--- src/rtl/qsize_buffer_reader.sv ---
// qsize_buffer_reader
//   Streams a burst of words out of the QSIZE buffer RAM. A burst is a run of
//   `count` consecutive addresses starting at `base_addr`, wrapping from
//   DEPTH-1 back to 0. Reads are issued to a RAM with a fixed READ_LATENCY.
//   Returned words land in a small skid FIFO, which feeds a valid/ready output
//   stream. Issue is credit-limited so that every outstanding read has a free
//   FIFO slot waiting for it. Downstream backpressure therefore throttles RAM
//   reads and never loses data.
//
// Ports
//   clk, rst      clock, asynchronous active-high reset
//   start         one-cycle burst request (ignored while busy)
//   base_addr     first buffer address of the burst
//   count         burst length in words, 0..DEPTH
//   abort         cancel the burst, flush everything, no done pulse
//   mem_raddr     registered RAM read address
//   mem_rdata     RAM read data, READ_LATENCY cycles after mem_raddr
//   out_valid     out_data holds a word
//   out_ready     downstream accepts the word
//   out_data      streamed word (0 when out_valid is low)
//   out_last      out_data is the final word of the burst
//   busy          burst in progress
//   done          one-cycle pulse after the final word is accepted
module qsize_buffer_reader #(
  parameter int DEPTH        = 512,
  parameter int READ_LATENCY = 2,
  parameter int WIDTH        = 16,
  parameter int FIFO_DEPTH   = READ_LATENCY + 2,
  localparam int AW = $clog2(DEPTH),
  localparam int CW = AW + 1
) (
  input  logic             clk,
  input  logic             rst,
  input  logic             start,
  input  logic [AW-1:0]    base_addr,
  input  logic [CW-1:0]    count,
  input  logic             abort,
  output logic [AW-1:0]    mem_raddr,
  input  logic [WIDTH-1:0] mem_rdata,
  output logic             out_valid,
  input  logic             out_ready,
  output logic [WIDTH-1:0] out_data,
  output logic             out_last,
  output logic             busy,
  output logic             done
);

  localparam int PW = (FIFO_DEPTH > 1) ? $clog2(FIFO_DEPTH) : 1;
  localparam int OW = $clog2(FIFO_DEPTH + 1);
  localparam int SW = OW + 1;

  typedef enum logic [1:0] {
    IDLE  = 2'd0,
    ISSUE = 2'd1,
    DRAIN = 2'd2
  } state_t;

  // (base + ofs) mod DEPTH. The offset never exceeds DEPTH-1, so a single
  // conditional subtraction covers non-power-of-two depths too.
  function automatic logic [AW-1:0] wrap_addr(input logic [AW-1:0] base,
                                              input logic [CW-1:0] ofs);
    logic [CW:0] sum;
    sum = {2'b00, base} + {1'b0, ofs};
    if (sum >= (CW+1)'(DEPTH)) sum = sum - (CW+1)'(DEPTH);
    return sum[AW-1:0];
  endfunction

  function automatic logic [PW-1:0] next_ptr(input logic [PW-1:0] p);
    return (p == PW'(FIFO_DEPTH - 1)) ? '0 : p + PW'(1);
  endfunction

  state_t                  state;
  logic [AW-1:0]           base_q;
  logic [CW-1:0]           cnt_q;
  logic [CW-1:0]           issued_q;
  logic [CW-1:0]           popped_q;
  logic                    vld_p0;
  logic [READ_LATENCY-1:0] vld_p1;
  logic [OW-1:0]           inflight_q;
  logic [OW-1:0]           occ_q;
  logic [PW-1:0]           wr_ptr;
  logic [PW-1:0]           rd_ptr;
  logic [WIDTH-1:0]        fifo_mem [FIFO_DEPTH];

  logic                    push;
  logic                    pop;
  logic                    start_go;
  logic                    issue;
  logic                    any_issue;
  logic [SW-1:0]           credit;

  assign push      = vld_p1[READ_LATENCY-1];
  assign out_valid = (occ_q != '0);
  assign pop       = out_valid && out_ready;
  assign out_data  = out_valid ? fifo_mem[rd_ptr] : '0;
  assign out_last  = out_valid && (popped_q == cnt_q - CW'(1));
  assign busy      = (state != IDLE);

  // The first read goes out on the same edge that accepts start. This keeps
  // first-word latency at READ_LATENCY+1 cycles.
  assign start_go  = (state == IDLE) && start && !abort && (count != '0);

  // Words in flight plus words held in the FIFO must never exceed FIFO_DEPTH.
  // A word leaving the FIFO this cycle frees its slot at the same edge, so it
  // is credited back immediately. This keeps one issue per cycle when
  // out_ready stays high.
  assign credit    = SW'(inflight_q) + SW'(occ_q) - SW'(pop);
  assign issue     = (state == ISSUE) && !abort && (credit < SW'(FIFO_DEPTH));
  assign any_issue = start_go || issue;

  always_ff @(posedge clk or posedge rst) begin
    if (rst) begin
      state      <= IDLE;
      base_q     <= '0;
      cnt_q      <= '0;
      issued_q   <= '0;
      popped_q   <= '0;
      mem_raddr  <= '0;
      vld_p0     <= 1'b0;
      vld_p1     <= '0;
      inflight_q <= '0;
      occ_q      <= '0;
      wr_ptr     <= '0;
      rd_ptr     <= '0;
      done       <= 1'b0;
    end else if (abort) begin
      // Clearing the valid tags discards any read still in the RAM pipeline.
      state      <= IDLE;
      issued_q   <= '0;
      popped_q   <= '0;
      vld_p0     <= 1'b0;
      vld_p1     <= '0;
      inflight_q <= '0;
      occ_q      <= '0;
      wr_ptr     <= '0;
      rd_ptr     <= '0;
      done       <= 1'b0;
    end else begin
      done <= 1'b0;

      // p0 -> p1: the tag follows the registered address through the RAM latency.
      vld_p0     <= any_issue;
      vld_p1     <= (vld_p1 << 1) | READ_LATENCY'(vld_p0);
      inflight_q <= inflight_q + OW'(any_issue) - OW'(push);

      // p1 exit -> FIFO: the tag leaving the shift register meets its rdata.
      occ_q <= occ_q + OW'(push) - OW'(pop);
      if (push) wr_ptr <= next_ptr(wr_ptr);
      if (pop)  rd_ptr <= next_ptr(rd_ptr);

      case (state)
        IDLE: begin
          if (start) begin
            if (count == '0) begin
              done <= 1'b1;
            end else begin
              base_q    <= base_addr;
              cnt_q     <= count;
              issued_q  <= CW'(1);
              popped_q  <= '0;
              mem_raddr <= base_addr;
              state     <= (count == CW'(1)) ? DRAIN : ISSUE;
            end
          end
        end
        ISSUE: begin
          if (issue) begin
            mem_raddr <= wrap_addr(base_q, issued_q);
            issued_q  <= issued_q + CW'(1);
            if (issued_q + CW'(1) == cnt_q) state <= DRAIN;
          end
        end
        DRAIN: begin
        end
        default: state <= IDLE;
      endcase

      // The final word can only leave after the last issue, i.e. in DRAIN.
      if (pop) begin
        popped_q <= popped_q + CW'(1);
        if (out_last) begin
          state <= IDLE;
          done  <= 1'b1;
        end
      end
    end
  end

  // FIFO storage is data only; validity is tracked by occ_q.
  always_ff @(posedge clk) begin
    if (push && !abort) fifo_mem[wr_ptr] <= mem_rdata;
  end

endmodule

--- config.mk ---
export PLATFORM = sky130hd
export DESIGN_NAME = qsize_buffer_reader
export DESIGN_NICKNAME = d
export VERILOG_FILES = /design/src/rtl/qsize_buffer_reader.sv
export SDC_FILE = /design/constraint.sdc
export NUM_CORES = 1
export LEC_CHECK = 0
export CAP_MARGIN = 40
export CORE_AREA = 2 2 133 135
export CTS_CLUSTER_SIZE = 30
export DETAILED_ROUTE_END_ITERATION = 8
export DIE_AREA = 0 0 135 137
export MAX_ROUTING_LAYER = met4
export PLACE_DENSITY = 0.68
export SETUP_SLACK_MARGIN = 0.2
export SYNTH_ARGS = -nofsm -noshare
export SYNTH_HDL_FRONTEND = slang
export SYNTH_SLANG_ARGS = --single-unit
--- constraint.sdc ---
create_clock -name clk -period 5.74 [get_ports clk]
set_input_delay 1.148 -clock clk [delete_from_list [all_inputs] [get_ports clk]]
set_output_delay 1.148 -clock clk [all_outputs]
set_load 0.05 [all_outputs]
== Word-level counts from Yosys, hierarchy flattened ==
Memory sizes are Yosys's and may differ from the RTL's.
Index checks and enable logic that the tools add are counted.

* Register bits: 64
* RAM bits: 64
* Input bits: 40
* Output and inout bits: 29
* Logic and storage cells: 114
* Memories kept: 1

{| class="wikitable"
|+ Memories
! memory !! words !! bits a word !! rd ports !! clocked after Yosys merged registers in !! wr ports !! line !! RTL
|-
| fifo_mem || 4 || 16 || 1 || 0 || 1 || 83 || <nowiki>logic [WIDTH-1:0] fifo_mem [FIFO_DEPTH];</nowiki>
|}

* $add $sub $neg: 13
* $lt $le $gt $ge: 2
* Eq/ne operators: 14
* Muxes and demuxes: 43
* Bitwise operators: 3
* Reductions and logical operators: 25

{| class="wikitable"
|+ Operator list
! operator !! count
|-
| $mux 10 || 9
|-
| $mux 9 || 4
|-
| $mux 2 || 15
|-
| $add 10x1->10 const B || 2
|-
| $eq 10x10->1 || 2
|-
| $pmux 10 s2 || 1
|-
| $pmux 9 s2 || 1
|-
| $mux 16 || 1
|-
| $ne 3x3->1 const B || 4
|-
| $reduce_bool 3->1 || 4
|-
| $add 9x10->11 || 1
|-
| $ge 11x10->1 const B || 1
|-
| $eq 10x1->1 const B || 1
|-
| $logic_not 10->1 || 1
|-
| $reduce_bool 10->1 || 1
|-
| $sub 10x1->10 const B || 1
|-
| $mux 1 || 9
|-
| $sub 9x1->9 const B || 1
|-
| $logic_and 1x1->1 || 8
|-
| $reduce_and 4->1 || 2
|-
| $reduce_bool 2->1 || 4
|-
| $add 3x1->3 || 2
|-
| $eq 2x2->1 const B || 3
|-
| $mux 3 || 2
|-
| other kinds (15) || 20
|}

== Depth between registers and ports, before layout ==
Gate-level depths: netlist of run 1.

* Depth in word-level cells: 10
* Depth in mapped cells: 20
* Gate-level depth less buffers: 18

== Worst setup path after synthesis of run 1 ==
OpenSTA, ideal clock, no wires.

* Kind: input -> register
* From: input out_ready
* To: register inflight_q[2]
* Library setup time: 0.133 ns
* Arrival time: 4.097 ns
* Data required time: 5.607 ns
* Setup slack: 1.510 ns
* Stages: 19
* Path buffers: 2
* Cell sequence: nor2b_1 > o21ai_0 > ha_1 > and2_1 > a31oi_1 > and4_1 > a211o_1 > buf_4 > nand2b_1 > buf_4 > inv_1 > ha_1 > inv_1 > ha_1 > inv_1 > fa_1 > xnor2_1 > xnor2_1 > nor2_1

* Longest elaborated chain between the ends: 8

{| class="wikitable"
|+ Ends and longest elaborated chain
! what !! line !! RTL
|-
| start, declared || 41 || <nowiki>input logic out_ready,</nowiki>
|-
| $logic_and 1x1->1 || 94 || <nowiki>assign pop = out_valid && out_ready;</nowiki>
|-
| $sub 4x1->4 || 107 || <nowiki>assign credit = SW'(inflight_q) + SW'(occ_q) - SW'(pop);</nowiki>
|-
| $lt 4x3->1 || 108 || <nowiki>assign issue = (state == ISSUE) && !abort && (credit < SW'(FIFO_DEPTH));</nowiki>
|-
| $logic_and 1x1->1 || 108 ||
|-
| $logic_or 1x1->1 || 109 || <nowiki>assign any_issue = start_go || issue;</nowiki>
|-
| $add 3x1->3 || 144 || <nowiki>inflight_q <= inflight_q + OW'(any_issue) - OW'(push);</nowiki>
|-
| $sub 3x1->3 || 144 ||
|-
| $mux 3 || 126 || <nowiki>end else if (abort) begin</nowiki>
|-
| end signal, assigned || 144 ||
|-
| end, declared || 79 || <nowiki>logic [OW-1:0] inflight_q;</nowiki>
|}

Every way passes these cells.
A chain may end at the register's enable or synchronous reset.

== Final worst setup path of run 1 ==
Same ends and word-level chain as after synthesis.

==> summary.txt, run 1 <==
Critical path
  – Crit. End Element: flop
  – Crit Path Class: in -> reg
  – Crit path cell chain: clkdlybuf4s50_1 -> nor2b_1 -> o21ai_0 -> ha_1 -> and2_1 -> a31oi_1 -> and4_1 -> a211o_1 -> nand2b_1 -> buf_4 -> inv_1 -> ha_1 -> inv_1 -> ha_1 -> inv_1 -> fa_1 -> xnor2_1 -> xnor2_1 -> nor2_1
  – Slowest CP cell: clkdlybuf4s50_1
  – Req. time, crit path: 6.04 ns
  – Arrival time worst endpoint: 5.07 ns
  – CP max FO: 11
  – Worst path bufs/invs: 5
  – Worst path top cell family by delay: adder cells
  – Slowest stage delay, CP: 0.54 ns
  – Critical path launch point type: input pin

STA
  – Period minus WS final: 4.77 ns
  – Highest clock rate: 210 MHz
  – Max Clock Skew: 0.00749 ns
  – Crit share post-route: 83.1%
  – Worst slew margin: 42.4%
  – Fin. Hold Viols: 0
  – Final setup vio count: 0
  – Slew @ Worst Pin: 0.864 ns
  – Max Slew Vio Count: 0
  – Setup TNS Final: 0 ns
  – RSZ-0062 raised after global routing: false

GRT
  – Tot GR Track Use: 17.3%
  – Met1 GRT Util: 20.8%
  – Met2 Use GR: 28.6%
  – Initial antenna violation count: 0
  – Global-route wire length before repair: 24100 um
  – Congestion Overflow GR: 0
  – Number of global-route vias before repair: 4747
  – GRT Max-Usage Layer: met2
  – Met3 usage: 3.67%
  – Largest net degree at the start of global routing: 65

Clocking
  – Worst-skew pair later-pin latency: 0.42 ns
  – TritonCTS clock tree: yes
  – Post-CTS Setup Repair Bufs: 0
  – Post-CTS Hold Buffers: 0
  – Depth of the CTS H-tree: 4
  – TritonCTS Buffers: 17
  – Clk sinks: 128
  – Worst-path clk slew: 0.06 ns
  – Cts repair resizes: 0
  – Clk buf depth: 2
  – Root Buffer: clkbuf_16

Logic synthesis
  – Synth warn: 0
  – Post-Syn Instances: 562
  – Commonest cells post-synth: dfrtp_1 (64), edfxtp_1 (64), nand2_1 (36), nor2_1 (36), o21ai_0 (35)
  – Sequential element share of the synthesized area: 52.7%
  – Async SR Flop Fraction: 50.0%
  – Mapped cell area: 0.00669 mm2
  – Synth unique cells: 63
  – Number of flops mapped to enable cells by yosys: 64
  – Net Count, Synth: 628
  – Yosys top cell by area: edfxtp_1
  – Synth top area share: 28.7%
  – Top cells by area, synth: edfxtp_1 (29%), dfrtp_1 (24%), mux4_2 (5.4%)
  – Mapped Avg Cell Area: 11.9 um2
  – Top FF cell, synth: edfxtp_1
  – Synth Register Bits: 128

Detailed routing
  – Via count: 4598
  – Vias per inst: 5.29
  – Routed WL: 14400 um
  – DRC Markers: 0
  – DR WL/cell: 16.6 um
  – Final ANT Viol Nets: 0
  – DR pass1 iterations: 4
  – DRC violation total after the first TritonRoute iteration: 255

Power and ir drop
  – Worst IR Drop VDD: 233 uV
  – Final Total Pwr: 3270 uW
  – PwrDens: 401 mW/mm2
  – Leak Pwr: 0.00316 uW

Floorplanning
  – Die X: 135 um
  – Total I/O pin count: 69
  – Core Footprint: 0.0171 mm2
  – Die area: 0.0185 mm2
  – Initial Util: 39.2%
  – Die Span Y: 137 um
  – Standard-cell rows: 48

Outcome
  – Outcome: finished, final reports clean

Finish
  – Fin nets: 697
  – Fillcell total: 1535
  – Antenna Cells: 0
  – Area grow syn2layout: 22.0%
  – Sequential Area: 0.00352 mm2
  – Multi-input logic area: 0.00294 mm2
  – Share of cells above drive strength 1: 13.5%

Placement
  – Gpl congestion: 0.906
  – Detailed placer's ending HPWL: 10100 um
  – Port bufs: 68

Hold path
  – HP Class: reg -> reg

Job
  – Max-cap violations: 0
[state kept, by name, summed over array words and instances (netlist names), 3 cells and up]
register and cells:
base_q 9, cnt_q 10, fifo_mem 64, inflight_q 3, issued_q 10, mem_raddr 9
occ_q 3, popped_q 10
[layer usage]
| layer | vias to the layer above | wire length, um |
|---|---|---|
| met5 | - | 0 |
| met4 | 0 | 251 |
| li1 | 2180 | - |
| met2 | 129 | 7250 |
| met3 | 24 | 651 |
| met1 | 2265 | 6260 |
[where the power goes]
part           switching [uW]  total, uW  internal (uW)
sequential                102       1150           1050
clock                     429       1040            607
combinational             641       1080            442
total                    1170       3270           2100
[area by class of cell]
class	count	share of cell area [%]
Multi-Input combinational cell	383	36.0
Clock inverter	15	1.79
Sequential cell	128	43.2
Inverter	28	1.29
Timing Repair Buffer	73	9.05
Clock buffer	17	5.22
Tap cell	225	3.45
[kinds of logic after synthesis]
| group | after synthesis | share of synthesized area (%) |
|---|---|---|
| and+or+nand+nor | 179 | 14.3 |
| DFF | 128 | 52.7 |
| AOI/OAI and AO/OA | 88 | 8.14 |
| muxes | 53 | 11.5 |
| buffers and inverters | 51 | 3.39 |
| xor gates and xnor gates | 37 | 4.85 |
| adders and majority gates | 26 | 5.20 |
[cells in the final DEF (no fill, tap or decap), types with 6 or more instances in the layout]
cell / instances
clkdlybuf4s50_1: 68
dfrtp_1: 64
edfxtp_1: 64
nand2_1: 36
nor2_1: 36
o21ai_0: 35
inv_1: 27
and2_1: 25
mux2_2: 25
ha_1: 23
a21oi_1: 22
xnor2_1: 21
clkbuf_16: 17
xor2_1: 16
mux4_2: 16
nor2b_1: 13
and3_1: 13
nand3_1: 13
nor3_1: 9
mux2i_1: 8
nand2b_1: 7
or3_1: 6
inv_6: 6
[through the flow]
step / std cells / utilization (%) / area [um2] / setup slack, ns / hold WS, ns
floorplan: 562 / - / 6690 / 1.51 / 0.439
global placement: 836 / 44.3 / 7560 / 0.758 / 0.448
detailed placement: 837 / 44.5 / 7580 / 0.595 / 0.447
CTS: 869 / 47.8 / 8160 / 1.01 / 0.461
global route: 869 / 47.8 / 8160 / 0.651 / 0.486
finish: 869 / 47.8 / 8160 / 0.972 / 0.460
[final timing paths]
kind	startpoint	to	slack, ns	cells past startpoint
min	vld_p1[0]	vld_p1[1]	0.46	1
min in group asynchronous	rst	vld_p0	1.30	3
max	out_ready	inflight_q[2]	0.97	19
max in group asynchronous	rst	popped_q[3]	3.90	3
max reg2reg	state[0]	inflight_q[2]	1.80	15
min reg2reg	vld_p1[0]	vld_p1[1]	0.46	1
Power figures use the tool's default switching activity.
==> run 2: changes to the inputs <==
clock period = 4.72 ns   (was 5.74 ns; I/O delays follow)
==> run 2 against run 1 <==
Clock-buffer cell count did not move. Critical endpoint is now out_last. Critical path depth fell by 11. Largest power group unchanged. Critical path type is now reg -> out. Sequential cell count stayed put. Non-clock buffer count rose by 3. Sequential power up 22%. Via count about the same. Design area rose by 0.11%. First-iteration DRC count down 16%. Cell count grew 0.23%.
==> summary.txt, run 2 (synthesized netlist as in run 1, its figures left out) <==
Finish
  – Area grow syn2layout: 22.1%
  – Leading cell type in the layout, fill and taps excluded: clkdlybuf4s50_1
  – Fillcell total: 1515 (-1.3%)
  – Multi-input logic area: 0.00294 mm2 (+0.21%)
  – Post-layout util: 47.9% (+0.051 points)
  – Sequential Area: 0.00352 mm2 (unchanged)
  – Share of cells above drive strength 1: 14.1% (+0.58 points)
  – Flip-flop count of the largest register after layout: 64 (unchanged)
  – Antenna Cells: 0 (unchanged)
  – Most flop-heavy register: fifo_mem
  – Fin nets: 700 (+0.43%)
  – Most frequent cells in the layout: clkdlybuf4s50_1 (68), dfrtp_1 (64), edfxtp_1 (64)

Clocking
  – TritonCTS Buffers: 17 (unchanged)
  – Clk sinks: 128 (unchanged)
  – Worst-skew pair later-pin latency: 0.41 ns (about the same)
  – Clk buf depth: 2 (unchanged)
  – TritonCTS clock tree: yes
  – Depth of the CTS H-tree: 4 (unchanged)
  – Worst-path clk slew: 0.06 ns (about the same)
  – Root Buffer: clkbuf_16

STA
  – Setup TNS Final: 0 ns (unchanged)
  – Max Clock Skew: 0.00879 ns (+0.00131 ns)
  – Fin. Hold Viols: 0 (unchanged)
  – Worst slew margin: 43.3% (+0.85 points)
  – RSZ-0062 raised after global routing: false
  – Period minus WS final: 4.37 ns
  – Max Slew Vio Count: 0 (unchanged)
  – Slew @ Worst Pin: 0.851 ns (-0.0128 ns)
  – Final setup vio count: 0 (unchanged)
  – Highest clock rate: 229 MHz
  – Crit share post-route: 92.5%

Critical path
  – Critical path launch point type: flop
  – CP max FO: 8 (-3)
  – Crit. End Element: output pin
  – Register-to-Register Path Depth: 17 (+2)
  – FF-to-FF Start: occ_q[0]
  – Arrival time worst endpoint: 3.42 ns (-1.65 ns)
  – Reg-to-Reg End: inflight_q[2]
  – Crit Path Class: reg -> out
  – Req. time, crit path: 3.78 ns (-2.26 ns)
  – FF-to-FF setup slack: 1.20 ns (-0.60 ns)

Hold path
  – HP Class: reg -> reg
  – Hold Path Stages: 1 (unchanged)
  – Hold endpoint: vld_p1[0]
  – Hold Startpoint: vld_p0

Floorplanning
  – Die area: 0.0185 mm2 (unchanged)
  – Die X: 135 um (unchanged)
  – Die Span Y: 137 um (unchanged)
  – Core Footprint: 0.0171 mm2 (unchanged)
  – Initial Util: 39.2% (unchanged)
  – Total I/O pin count: 69 (unchanged)
  – Standard-cell rows: 48 (unchanged)

GRT
  – Largest net degree at the start of global routing: 40 (-38%)
  – Tot GR Track Use: 16.8% (-0.49 points)
  – Initial antenna violation count: 0 (unchanged)
  – Number of global-route vias before repair: 4758 (+0.23%)
  – Congestion Overflow GR: 0 (unchanged)
  – Global-route wire length before repair: 23500 um (-2.5%)

Detailed routing
  – DR WL/cell: 16.2 um (-2.2%)
  – Final ANT Viol Nets: 0 (unchanged)
  – Via count: 4596 (-0.043%)
  – Vias per inst: 5.28 (-0.27%)
  – DRC Markers: 0 (unchanged)
  – DR pass1 iterations: 6 (+2)
  – Routed WL: 14100 um (-2.0%)
  – DRC violation total after the first TritonRoute iteration: 215 (-16%)

Power and ir drop
  – Sequential share of power: 35.5% (+0.2 points)
  – Sw Ratio: 35.5% (-0.28 points)
  – Int Pwr: 2540 uW (+21%)
  – PwrDens: 483 mW/mm2 (+20%)
  – Worst IR Drop VDD: 290 uV (+25%)
  – Combinational power share: 33.2% (about the same)
  – Clock power share: 31.4% (-0.2 points)
  – Leak Pwr: 0.00318 uW (+0.38%)
  – Switching power: 1400 uW (+20%)

Placement
  – Gpl congestion: 0.897 (-0.92%)
  – Detailed placer's ending HPWL: 10100 um (about the same)
  – Port bufs: 68 (unchanged)

Job
  – Max-cap violations: 0 (unchanged)

Outcome
  – Outcome: finished, final reports clean
## run 2: final cells by class
class                      instances  area share (%)
sequential                       128            43.2
multi-input combinational        383            36.0
timing repair buffer              76            9.22
clock buffer                      17            5.21
tap                              225            3.45
clock inverter                    14            1.64
inverter                          28            1.29
## run 2: how the worst max path moves through the flow
| stage | start | endpoint | cells after the start |
|---|---|---|---|
| floorplan | out_ready | inflight_q[2] | 19 |
| global placement | out_ready | inflight_q[2] | 18 |
| detailed placement | out_ready | inflight_q[2] | 18 |
| CTS | cnt_q[0] | out_last | 8 |
| global route | out_ready | inflight_q[2] | 18 |
| finish | cnt_q[0] | out_last | 8 |
## run 2: power by group through the flow
stage	clock network [uW]	logic, uW	registers, uW
2_1_floorplan	0	839	1500
3_3_place_gp	0	1290	1410
3_5_place_dp	0	1310	1420
4_1_cts	1260	1320	1400
5_1_grt	1310	1410	1420
6_report	1240	1310	1400
## run 2: metrics by stage
stage / setup WS [ns] / cells / area, um2 / total power [uW] / hold WS [ns]
6_report: 0.352 / 871 / 8170 / 3950 / 0.460
2_1_floorplan: 0.694 / 562 / 6690 / 2340 / 0.439
3_3_place_gp: 0.328 / 839 / 7580 / 2700 / 0.446
5_1_grt: 0.193 / 871 / 8170 / 4140 / 0.507
3_5_place_dp: 0.129 / 840 / 7600 / 2730 / 0.452
4_1_cts: 0.335 / 871 / 8160 / 3970 / 0.466
## run 2: routing by layer
metal  wire, um  up-vias  GRT usage [%]
met5          0        -              -
met1       6160     2268           19.1
met3        561       22           4.00
met2       7120      122           28.5
met4        293        0           7.29
li1           -     2184              -
## run 2: worst max-delay path, cell delays in order, from the launching register on
cell and delay, ns:
dfrtp_1 0.52, inv_1 0.09, ha_1 0.28, o21ba_1 0.20, a221oi_1 0.29, a41oi_1 0.08
or4_4 0.57, nor2_1 0.12, clkdlybuf4s50_1 0.85
## run 2: timing repair
action | in CTS | in global routing
setup endpoints to repair | 0 | 1
hold buffers | 0 | 0
gates resized for setup | 0 | 1
buffers inserted | 0 | 0
==> run 3: changes to the inputs <==
CORE_AREA = 5 5 136 138   (was 2 2 133 135)
DIE_AREA = 0 0 141 143   (was 0 0 135 137)
==> run 3 against run 2 <==
Wire length up 4.6%. Design area hardly changed. Sequential share of layout area barely moved. Cell count rose by 0.11%. Clock skew shrank 0.0021 ns. Sequential power barely moved. Combinational power is essentially flat. Core utilization about the same. Power grew 0.43%. Non-clock buffer count stayed put.
==> summary.txt, run 3 (synthesized netlist as in run 1, its figures left out) <==
Outcome
  – Outcome: finished, final reports clean

Detailed routing
  – DRC violation total after the first TritonRoute iteration: 334 (+55%)
  – DRC Markers: 0 (unchanged)
  – Met1 Wirelength: 6220 um (+1.0%)
  – Vias per inst: 5.32 (+0.73%)
  – Top sig layer: met4
  – Routed WL: 14800 um (+4.6%)
  – Final ANT Viol Nets: 0 (unchanged)
  – WL met2: 7710 um (+8.4%)
  – Via count: 4635 (+0.85%)
  – DR WL/cell: 17.0 um (+4.5%)
  – DR pass1 iterations: 4 (-2)
  – Met3 WL: 678 um (+21%)

Placement
  – Gpl congestion: 0.849 (-5.4%)
  – Detailed placer's ending HPWL: 10700 um (+6.7%)
  – Dpl ws: 0.137 ns (+0.00837 ns)
  – Port bufs: 68 (unchanged)
  – Placed insts: 840 (unchanged)

Finish
  – Antenna Cells: 0 (unchanged)
  – Flip-flop count of the largest register after layout: 64 (unchanged)
  – Area grow syn2layout: 22.2% (about the same)
  – Final std cells w/o fill: 872 (+0.11%)
  – Leading cell type in the layout, fill and taps excluded: clkdlybuf4s50_1
  – Share of cells above drive strength 1: 13.8% (-0.33 points)
  – Post-layout util: 47.9% (about the same)
  – Most frequent cells in the layout: clkdlybuf4s50_1 (68), dfrtp_1 (64), edfxtp_1 (64)
  – Fin nets: 700 (unchanged)
  – Most flop-heavy register: fifo_mem

Power and ir drop
  – Sequential share of power: 35.4% (about the same)
  – Worst IR Drop VDD: 277 uV (-4.6%)
  – Sw Ratio: 35.8% (+0.25 points)
  – Switching power: 1420 uW (+1.1%)
  – Leak Pwr: 0.00319 uW (+0.32%)
  – Combinational power share: 33.2% (about the same)
  – Int Pwr: 2540 uW (about the same)
  – Clock power share: 31.4% (about the same)
  – PwrDens: 485 mW/mm2 (+0.40%)

Critical path
  – Arrival time worst endpoint: 3.44 ns (+0.02 ns)
  – CP max FO: 8 (unchanged)
  – Critical path launch point type: flop
  – Req. time, crit path: 3.78 ns (about the same)
  – Crit Path Class: reg -> out
  – Crit. End Element: output pin

Hold path
  – HP Class: reg -> reg

STA
  – Crit share post-route: 92.8% (+0.24 points)
  – Highest clock rate: 228 MHz (-0.26%)
  – RSZ-0062 raised after global routing: false
  – Max Slew Vio Count: 0 (unchanged)
  – Final WS setup: 0.340 ns (-0.0115 ns)
  – Period minus WS final: 4.38 ns (+0.0115 ns)
  – Worst slew margin: 41.1% (-2.2 points)
  – Fin. Hold Viols: 0 (unchanged)
  – Final setup vio count: 0 (unchanged)
  – Max Clock Skew: 0.00666 ns (-0.00214 ns)
  – Setup TNS Final: 0 ns (unchanged)
  – Slew @ Worst Pin: 0.884 ns (+0.0328 ns)

Clocking
  – Worst-skew pair later-pin latency: 0.42 ns (about the same)
  – TritonCTS Buffers: 17 (unchanged)
  – Worst-path clk slew: 0.06 ns (about the same)
  – Clk sinks: 128 (unchanged)
  – Post-CTS Setup Repair Bufs: 0 (unchanged)
  – Depth of the CTS H-tree: 4 (unchanged)
  – Root Buffer: clkbuf_16
  – Clk buf depth: 2 (unchanged)
  – Post-CTS Hold Buffers: 0 (unchanged)
  – TritonCTS clock tree: yes
  – Cts repair resizes: 0 (unchanged)

Floorplanning
  – Total I/O pin count: 69 (unchanged)
  – Standard-cell rows: 48 (unchanged)
  – Die X: 141 um (+4.4%)
  – Initial Util: 39.2% (unchanged)
  – Die Span Y: 143 um (+4.4%)
  – Core Footprint: 0.0171 mm2 (unchanged)
  – Die area: 0.0202 mm2 (+9.0%)

GRT
  – Congestion Overflow GR: 0 (unchanged)
  – Number of global-route vias before repair: 4876 (+2.5%)
  – Initial antenna violation count: 0 (unchanged)
  – Tot GR Track Use: 16.0% (-0.80 points)
  – Global-route wire length before repair: 24800 um (+5.6%)
  – Largest net degree at the start of global routing: 25 (-38%)

Job
  – Max-cap violations: 0 (unchanged)
run 3: changes by cell type in the layout (fill, tap and decap cells not counted), sizes merged:
cell,previous run,this run
clkinvlp,4,2
clkinv,5,7
inv,32,33
run 3: power by group through the flow:
| stage | Sequential (uW) | Clock [uW] | Combinational [uW] |
|---|---|---|---|
| after floorplan | 1500 | 0 | 839 |
| after global placement | 1420 | 0 | 1290 |
| after detailed placement | 1420 | 0 | 1320 |
| after CTS | 1400 | 1280 | 1330 |
| after global routing | 1420 | 1330 | 1420 |
| final | 1400 | 1240 | 1320 |
run 3: cell type report:
cell class / instances / area (um2)
inverters: 28 / 105
clock buffers: 17 / 425
repair buffers: 76 / 761
flip-flops and latches: 128 / 3520
fillers: 1507 / 8890
multi-input cells: 383 / 2940
clock inverters: 15 / 135
well taps: 225 / 282
run 3: path summary, 6_finish.rpt:
kind,end,cells after the start,slack (ns),start
hold reg to reg,vld_p1[1],1,0.47,vld_p1[0]
hold / removal,vld_p1[1],1,0.47,vld_p1[0]
setup / recovery,out_last,8,0.34,cnt_q[0]
min in group asynchronous,mem_raddr[1],2,0.85,rst
max in group asynchronous,popped_q[3],3,3.18,rst
setup reg to reg,inflight_q[2],14,1.20,state[0]
run 3: worst max-delay path, stage by stage, from the launching register on:
cell,delay (ns)
dfrtp_1,0.51
inv_1,0.08
ha_1,0.28
o21ba_1,0.20
a221oi_1,0.29
a41oi_1,0.07
or4_4,0.57
nor2_1,0.14
clkdlybuf4s50_1,0.86
run 3: metrics by stage:
stage               power (uW)  hold slack [ns]  instance area, um2
finish                    3960            0.469                8170
global route              4170            0.507                8170
CTS                       4010            0.474                8170
detailed placement        2750            0.462                7610
global placement          2710            0.446                7580
floorplan                 2340            0.439                6690
run 3: routing by layer:
layer	GRT usage, %	vias up
li1	-	2186
met1	18.7	2305
met2	27.8	125
met3	3.55	19
met4	4.59	0
met5	-	-
